--- src/rtl/rot_req_queue_pkg.sv ---
// Shared constants and the (amount, direction) -> shifter select mapping for the rotate datapath.
package rot_req_queue_pkg;

    localparam int ROT_W = 4;
    localparam int SEL_W = 2;

    localparam logic DIR_RIGHT = 1'b0;
    localparam logic DIR_LEFT  = 1'b1;

    // The shifter only rotates right, so a left rotate by k becomes a right rotate by (4 - k) mod 4.
    function automatic logic [SEL_W-1:0] rot_sel_f(input logic [3:0] amt, input logic dir);
        rot_sel_f = (dir == DIR_LEFT) ? SEL_W'(4'd0 - amt) : SEL_W'(amt);
    endfunction

endpackage

--- src/rtl/rot_fifo.sv ---
// Generic synchronous FIFO with a combinational head view, flush, and an occupancy count.
module rot_fifo
    import rot_req_queue_pkg::*;
#(
    parameter int DEPTH = 4,
    parameter int DW    = 6,
    parameter int AW    = 2
) (
    input  logic          clk,
    input  logic          rst,
    input  logic          push,
    input  logic [DW-1:0] push_data,
    input  logic          pop,
    input  logic          flush,
    output logic [DW-1:0] head_data,
    output logic [AW:0]   count,
    output logic          full,
    output logic          empty
);

    localparam logic [AW:0] FULL_CNT = (AW+1)'(DEPTH);

    logic [DW-1:0]    mem_reg [DEPTH];
    logic [AW-1:0]    wr_ptr_reg;
    logic [AW-1:0]    rd_ptr_reg;
    logic [AW:0]      count_reg;
    logic [AW:0]      count_next;
    logic [DEPTH-1:0] wr_en;
    logic             push_ok;
    logic             pop_ok;

    assign full    = (count_reg == FULL_CNT);
    assign empty   = (count_reg == '0);
    assign count   = count_reg;
    assign push_ok = push && !full && !flush;
    assign pop_ok  = pop && !empty && !flush;

    generate
        for (genvar gi = 0; gi < DEPTH; gi++) begin : g_wr_en
            assign wr_en[gi] = push_ok && (wr_ptr_reg == AW'(gi));
        end
    endgenerate

    // Storage needs no reset: the head view is forced to zero whenever the FIFO is empty.
    always_ff @(posedge clk) begin
        for (int i = 0; i < DEPTH; i++) begin
            if (wr_en[i]) begin
                mem_reg[i] <= push_data;
            end
        end
    end

    assign head_data = empty ? '0 : mem_reg[rd_ptr_reg];

    always_comb begin
        count_next = count_reg;
        case ({push_ok, pop_ok})
            2'b10:   count_next = count_reg + 1'b1;
            2'b01:   count_next = count_reg - 1'b1;
            default: count_next = count_reg;
        endcase
    end

    always_ff @(posedge clk or posedge rst) begin
        if (rst) begin
            wr_ptr_reg <= '0;
            rd_ptr_reg <= '0;
            count_reg  <= '0;
        end else if (flush) begin
            wr_ptr_reg <= '0;
            rd_ptr_reg <= '0;
            count_reg  <= '0;
        end else begin
            if (push_ok) begin
                wr_ptr_reg <= wr_ptr_reg + 1'b1;
            end
            if (pop_ok) begin
                rd_ptr_reg <= rd_ptr_reg + 1'b1;
            end
            count_reg <= count_next;
        end
    end

endmodule

--- src/rtl/rot_req_queue.sv ---
// Request queue in front of the 4-bit rotate-right shifter: buffers {data, sel} entries and
// registers the shifter's result into a valid/ready output stage.
module rot_req_queue
    import rot_req_queue_pkg::*;
#(
    parameter int DEPTH = 4,
    parameter int WIDTH = 4,
    parameter int AW    = 2
) (
    input  logic             clk,
    input  logic             rst,
    input  logic             in_valid,
    output logic             in_ready,
    input  logic [WIDTH-1:0] in_data,
    input  logic [3:0]       in_amt,
    input  logic             in_dir,
    input  logic             flush,
    output logic [WIDTH-1:0] rot_data,
    output logic [SEL_W-1:0] rot_sel,
    input  logic [WIDTH-1:0] rot_result,
    output logic             out_valid,
    input  logic             out_ready,
    output logic [WIDTH-1:0] out_data,
    output logic             overflow
);

    localparam int          EW       = WIDTH + SEL_W;
    localparam logic [AW:0] FULL_CNT = (AW+1)'(DEPTH);

    logic [EW-1:0]    push_entry;
    logic [EW-1:0]    head_entry;
    logic [AW:0]      fifo_count;
    logic             fifo_full;
    logic             fifo_empty;
    logic             push;
    logic             pop;
    logic             out_valid_reg;
    logic [WIDTH-1:0] out_data_reg;
    logic             overflow_reg;

    assign in_ready   = (fifo_count != FULL_CNT);
    assign push       = in_valid && !fifo_full && !flush;
    assign pop        = !fifo_empty && (!out_valid_reg || out_ready) && !flush;
    // Only the shifter select is stored; amount and direction are folded in at push time.
    assign push_entry = {in_data, rot_sel_f(in_amt, in_dir)};

    rot_fifo #(
        .DEPTH (DEPTH),
        .DW    (EW),
        .AW    (AW)
    ) u_fifo (
        .clk       (clk),
        .rst       (rst),
        .push      (push),
        .push_data (push_entry),
        .pop       (pop),
        .flush     (flush),
        .head_data (head_entry),
        .count     (fifo_count),
        .full      (fifo_full),
        .empty     (fifo_empty)
    );

    assign {rot_data, rot_sel} = head_entry;

    always_ff @(posedge clk or posedge rst) begin
        if (rst) begin
            out_valid_reg <= 1'b0;
            out_data_reg  <= '0;
        end else if (flush) begin
            out_valid_reg <= 1'b0;
        end else if (pop) begin
            out_valid_reg <= 1'b1;
            out_data_reg  <= rot_result;
        end else if (out_ready && out_valid_reg) begin
            out_valid_reg <= 1'b0;
        end
    end

    // Sticky until reset; flush deliberately leaves it alone.
    always_ff @(posedge clk or posedge rst) begin
        if (rst) begin
            overflow_reg <= 1'b0;
        end else if (in_valid && !in_ready) begin
            overflow_reg <= 1'b1;
        end
    end

    assign out_valid = out_valid_reg;
    assign out_data  = out_data_reg;
    assign overflow  = overflow_reg;

endmodule

--- config.mk ---
export PLATFORM = sky130hd
export DESIGN_NAME = rot_req_queue
export DESIGN_NICKNAME = d
export VERILOG_FILES = /design/src/rtl/rot_req_queue_pkg.sv /design/src/rtl/rot_fifo.sv /design/src/rtl/rot_req_queue.sv
export SDC_FILE = /design/constraint.sdc
export NUM_CORES = 1
export LEC_CHECK = 0
export ABC_CLOCK_PERIOD_IN_PS = 2400
export BUFFER_PORTS_ARGS = -buffer_cell sky130_fd_sc_hd__buf_2
export CAP_MARGIN = 5
export CORE_ASPECT_RATIO = 1.75
export CORE_MARGIN = 10
export CORE_UTILIZATION = 54
export CTS_CLUSTER_SIZE = 28
export DETAILED_ROUTE_END_ITERATION = 8
export PLACE_DENSITY_LB_ADDON = 0.2
export SYNTH_ARGS = -nofsm -noshare
export SYNTH_HDL_FRONTEND = slang
export SYNTH_SLANG_ARGS = --single-unit
--- constraint.sdc ---
create_clock -name clk -period 2.4 [get_ports clk]
set_input_delay 0.24 -clock clk [delete_from_list [all_inputs] [get_ports clk]]
set_output_delay 0.24 -clock clk [all_outputs]
set_load 0.02 [all_outputs]
==> results.cfg <==
[critical_path]
path_buf_inv = 1
cp.depth = 3
endpoint_kind = output pin
r2r_slack_ns = 0.43
cp_data_required_time_ns = 2.16
critPathLaunchType = register
rr_worst_depth = 6
rr_startpoint = u_fifo.count[0]
cp_cell_sequence = mux4_2 > nor2b_1 > buf_2
path_class = reg2out
r2r_end = u_fifo.count[1]
crit_end = rot_data[0]
crit_family = flip-flops
worstSetupStartpoint = u_fifo.rd_ptr_reg[0]
critPathMaxFanout = 8
crit_slowest_cell = dfrtp_1
cpPeakStageDelay_ns = 0.63
crit_arrival_ns = 1.76

[floorplan]
die_area_um2 = 5840
io_pins = 31
rows = 26
dieWidth_um = 62.2
die_y_um = 93.9
start_util_pct = 56.9
core_area_um2 = 2960

[route]
avgViaCountPerCell = 5.26
drtIter0Drc = 16
drt_pass1_iterations = 4
drt-total-wl_mm = 3.11
drc_errors = 0
drtAntennaViolNets = 0
vias = 983
wl_per_cell_um = 16.6

[logic_synthesis]
yosys.area.top_type = edfxtp_1
yosysMostFrequentCell = edfxtp_1
yosys_warnings = 0
synth_edf_count = 24
synthTopCellsByCount = edfxtp_1, dfrtp_1, nor2b_1, mux4_2, xnor2_1
synthCells = 110
synthArstFlopShare_pct = 35.1
ys_seq_area_share_pct = 62.1
syn_area_um2 = 1680
yosysTopAreaCellShare_pct = 42.8
synthFlopType = edfxtp_1
synth_cell_types = 33
yosys-top-cells-area = edfxtp_1, dfrtp_1, mux4_2, xnor2_1, ha_1
synth-seq-cells = 37
syn_nets = 133
synth_area_per_cell_um2 = 15.3

[placed_design]
routabilityCongestion = 0.725
dp.cells = 178
hpwl_mm = 2.45
io_buffer_count = 28
place_area_um2 = 1870
place_ws_ns = 0.419

[pwr]
combPwrFrac_pct = 37.7
total_power_w = 0.00207
leakagePower_nw = 0.765
p_seq_share_pct = 43.2
intPower_w = 0.00136
ir_drop_uv = 643
p_clk_share_pct = 19.2
power_density_nw_per_um2 = 1060
switching_share_pct = 34.4
netSwitchingPower_w = 0.000712

[run_status]
outcome = completed

[global_route]
grt_use_total_pct = 11.4
grt_pass1_wl_mm = 5.17
antenna_found_initial = 0
grt_max_degree = 14
grt-ovfl-total = 0
grt_pass1_vias = 1076

[timing]
clock_skew_ns = 0.00431
hold_violations = 0
fin_setup_tns_ns = 0
rsz0062_at_grt = no
worstMarginPinSlew_ns = 0.500
worst_slack_ns = 0.400
finalCriticalPeriod_ns = 2.00
drv_slew = 0
slew_headroom_pct = 66.6
clock.fmax_ghz = 0.500
final.period_utilization_pct = 83.3
finalSetupViolCount = 0

[clock_network]
worst_skew_pair.late_latency_ns = 0.28
clk_pin_slew_worst_paths_ns = 0.07
clockBufferDepth = 2
cts_buffers = 5
cts_setup_buffers = 0
post_cts_resize_count = 0
cts_tree = yes
clkSinkCount = 37
root_buffer = clkbuf_8
htree_levels = 2

[finish]
largest_reg_flops = 24
layout-drive-gt1-share_pct = 36.6
fin_area_um2 = 1960
nNetsFinal = 167
fill_cells = 233
diodes = 0
syn_to_final_growth_pct = 16.5
final_cells = 187

[worst_hold_path]
hold_class = in2reg

[job]
max-cap-violations = 0
==> worst register-to-register path: stages, from the launching register on <==
cell and delay [ns]:
dfrtp_1 0.46, or3b_1 0.55, nand2_8 0.14, and2_2 0.15, fa_1 0.40, nand2b_1 0.08
o21ai_0 0.07
==> timing repair <==
| item | in CTS | in global routing |
|---|---|---|
| hold buffers | 1 | 0 |
| setup endpoints to repair | 0 | 0 |
| endpoints found under the hold margin | 13 | 0 |
==> stage by stage <==
stage | hold slack [ns] | utilization [%]
floorplan | 0.117 | -
global placement | 0.283 | 63.2
detailed placement | 0.289 | 63.2
CTS | 0.159 | 66.3
global route | 0.168 | 66.3
finish | 0.167 | 66.3
==> cell usage in the layout (no fill, tap or decap), drive strengths merged <==
cell type	instances
buf	31
edfxtp	24
dfrtp	13
nor2b	7
clkbuf	7
xnor2	6
mux4	6
and2	6
nor2	5
mux2	5
inv	4
ha	4
nand2	4
a21oi	3
nor3	3
nand2b	2
o22ai	2
nor3b	2
or3b	1
xor2	1
nand3b	1
o21ai	1
nand3	1
a22oi	1
a221oi	1
o21bai	1
fa	1
clkinv	1
dlygate4sd3	1
==> cells by family (layout without fill, tap and decap cells) <==
family	Yosys count	in the layout	share of synthesized area, %
muxes	11	11	11.6
and+or+nand+nor	32	32	12.6
AOI/OAI and AO/OA	9	9	3.34
adders and majority gates	5	5	4.16
buffers and inverters	9	44	2.53
xor gates and xnor gates	7	7	3.64
DFF	37	37	62.1
==> power by group through the flow <==
| stage | Clock [W] | Combinational (W) | Sequential (W) |
|---|---|---|---|
| 6_report | 0.000397 | 0.000781 | 0.000894 |
| 5_1_grt | 0.000441 | 0.000853 | 0.000913 |
| 4_1_cts | 0.000413 | 0.000800 | 0.000898 |
| 3_5_place_dp | 0 | 0.000797 | 0.000911 |
| 3_3_place_gp | 0 | 0.000765 | 0.000903 |
| 2_1_floorplan | 0 | 0.000533 | 0.000924 |
==> layer usage <==
metal	vias to the layer above	routed length [um]	global-route usage [%]
met3	8	127	3.23
li1	463	-	-
met2	25	1830	22.4
met5	-	0	0
met1	487	1060	9.91
met4	0	90	6.51
==> layout make-up <==
cell class	instances	area [um2]	area share (%)
flip-flops and latches	37	1050	53.3
repair buffers	32	173	8.80
well taps	42	52.6	2.68
multi-input cells	64	596	30.4
clock buffers	7	76.3	3.89
clock inverters	1	3.75	0.191
inverters	4	15.0	0.765
==> worst min path at each step <==
stage                     startpoint                    to  slack [ns]  cells after the start
after CTS                 in_data[2]  u_fifo.mem_reg[3][4]        0.16                      1
after floorplan                  rst           out_data[0]        0.12                      1
after global placement           rst           out_data[1]        0.28                      2
after detailed placement         rst           out_data[1]        0.29                      2
final                     in_data[2]  u_fifo.mem_reg[0][4]        0.17                      1
after global routing      in_data[3]  u_fifo.mem_reg[1][5]        0.17                      1
Note: power is estimated with default switching activity, not from simulation.
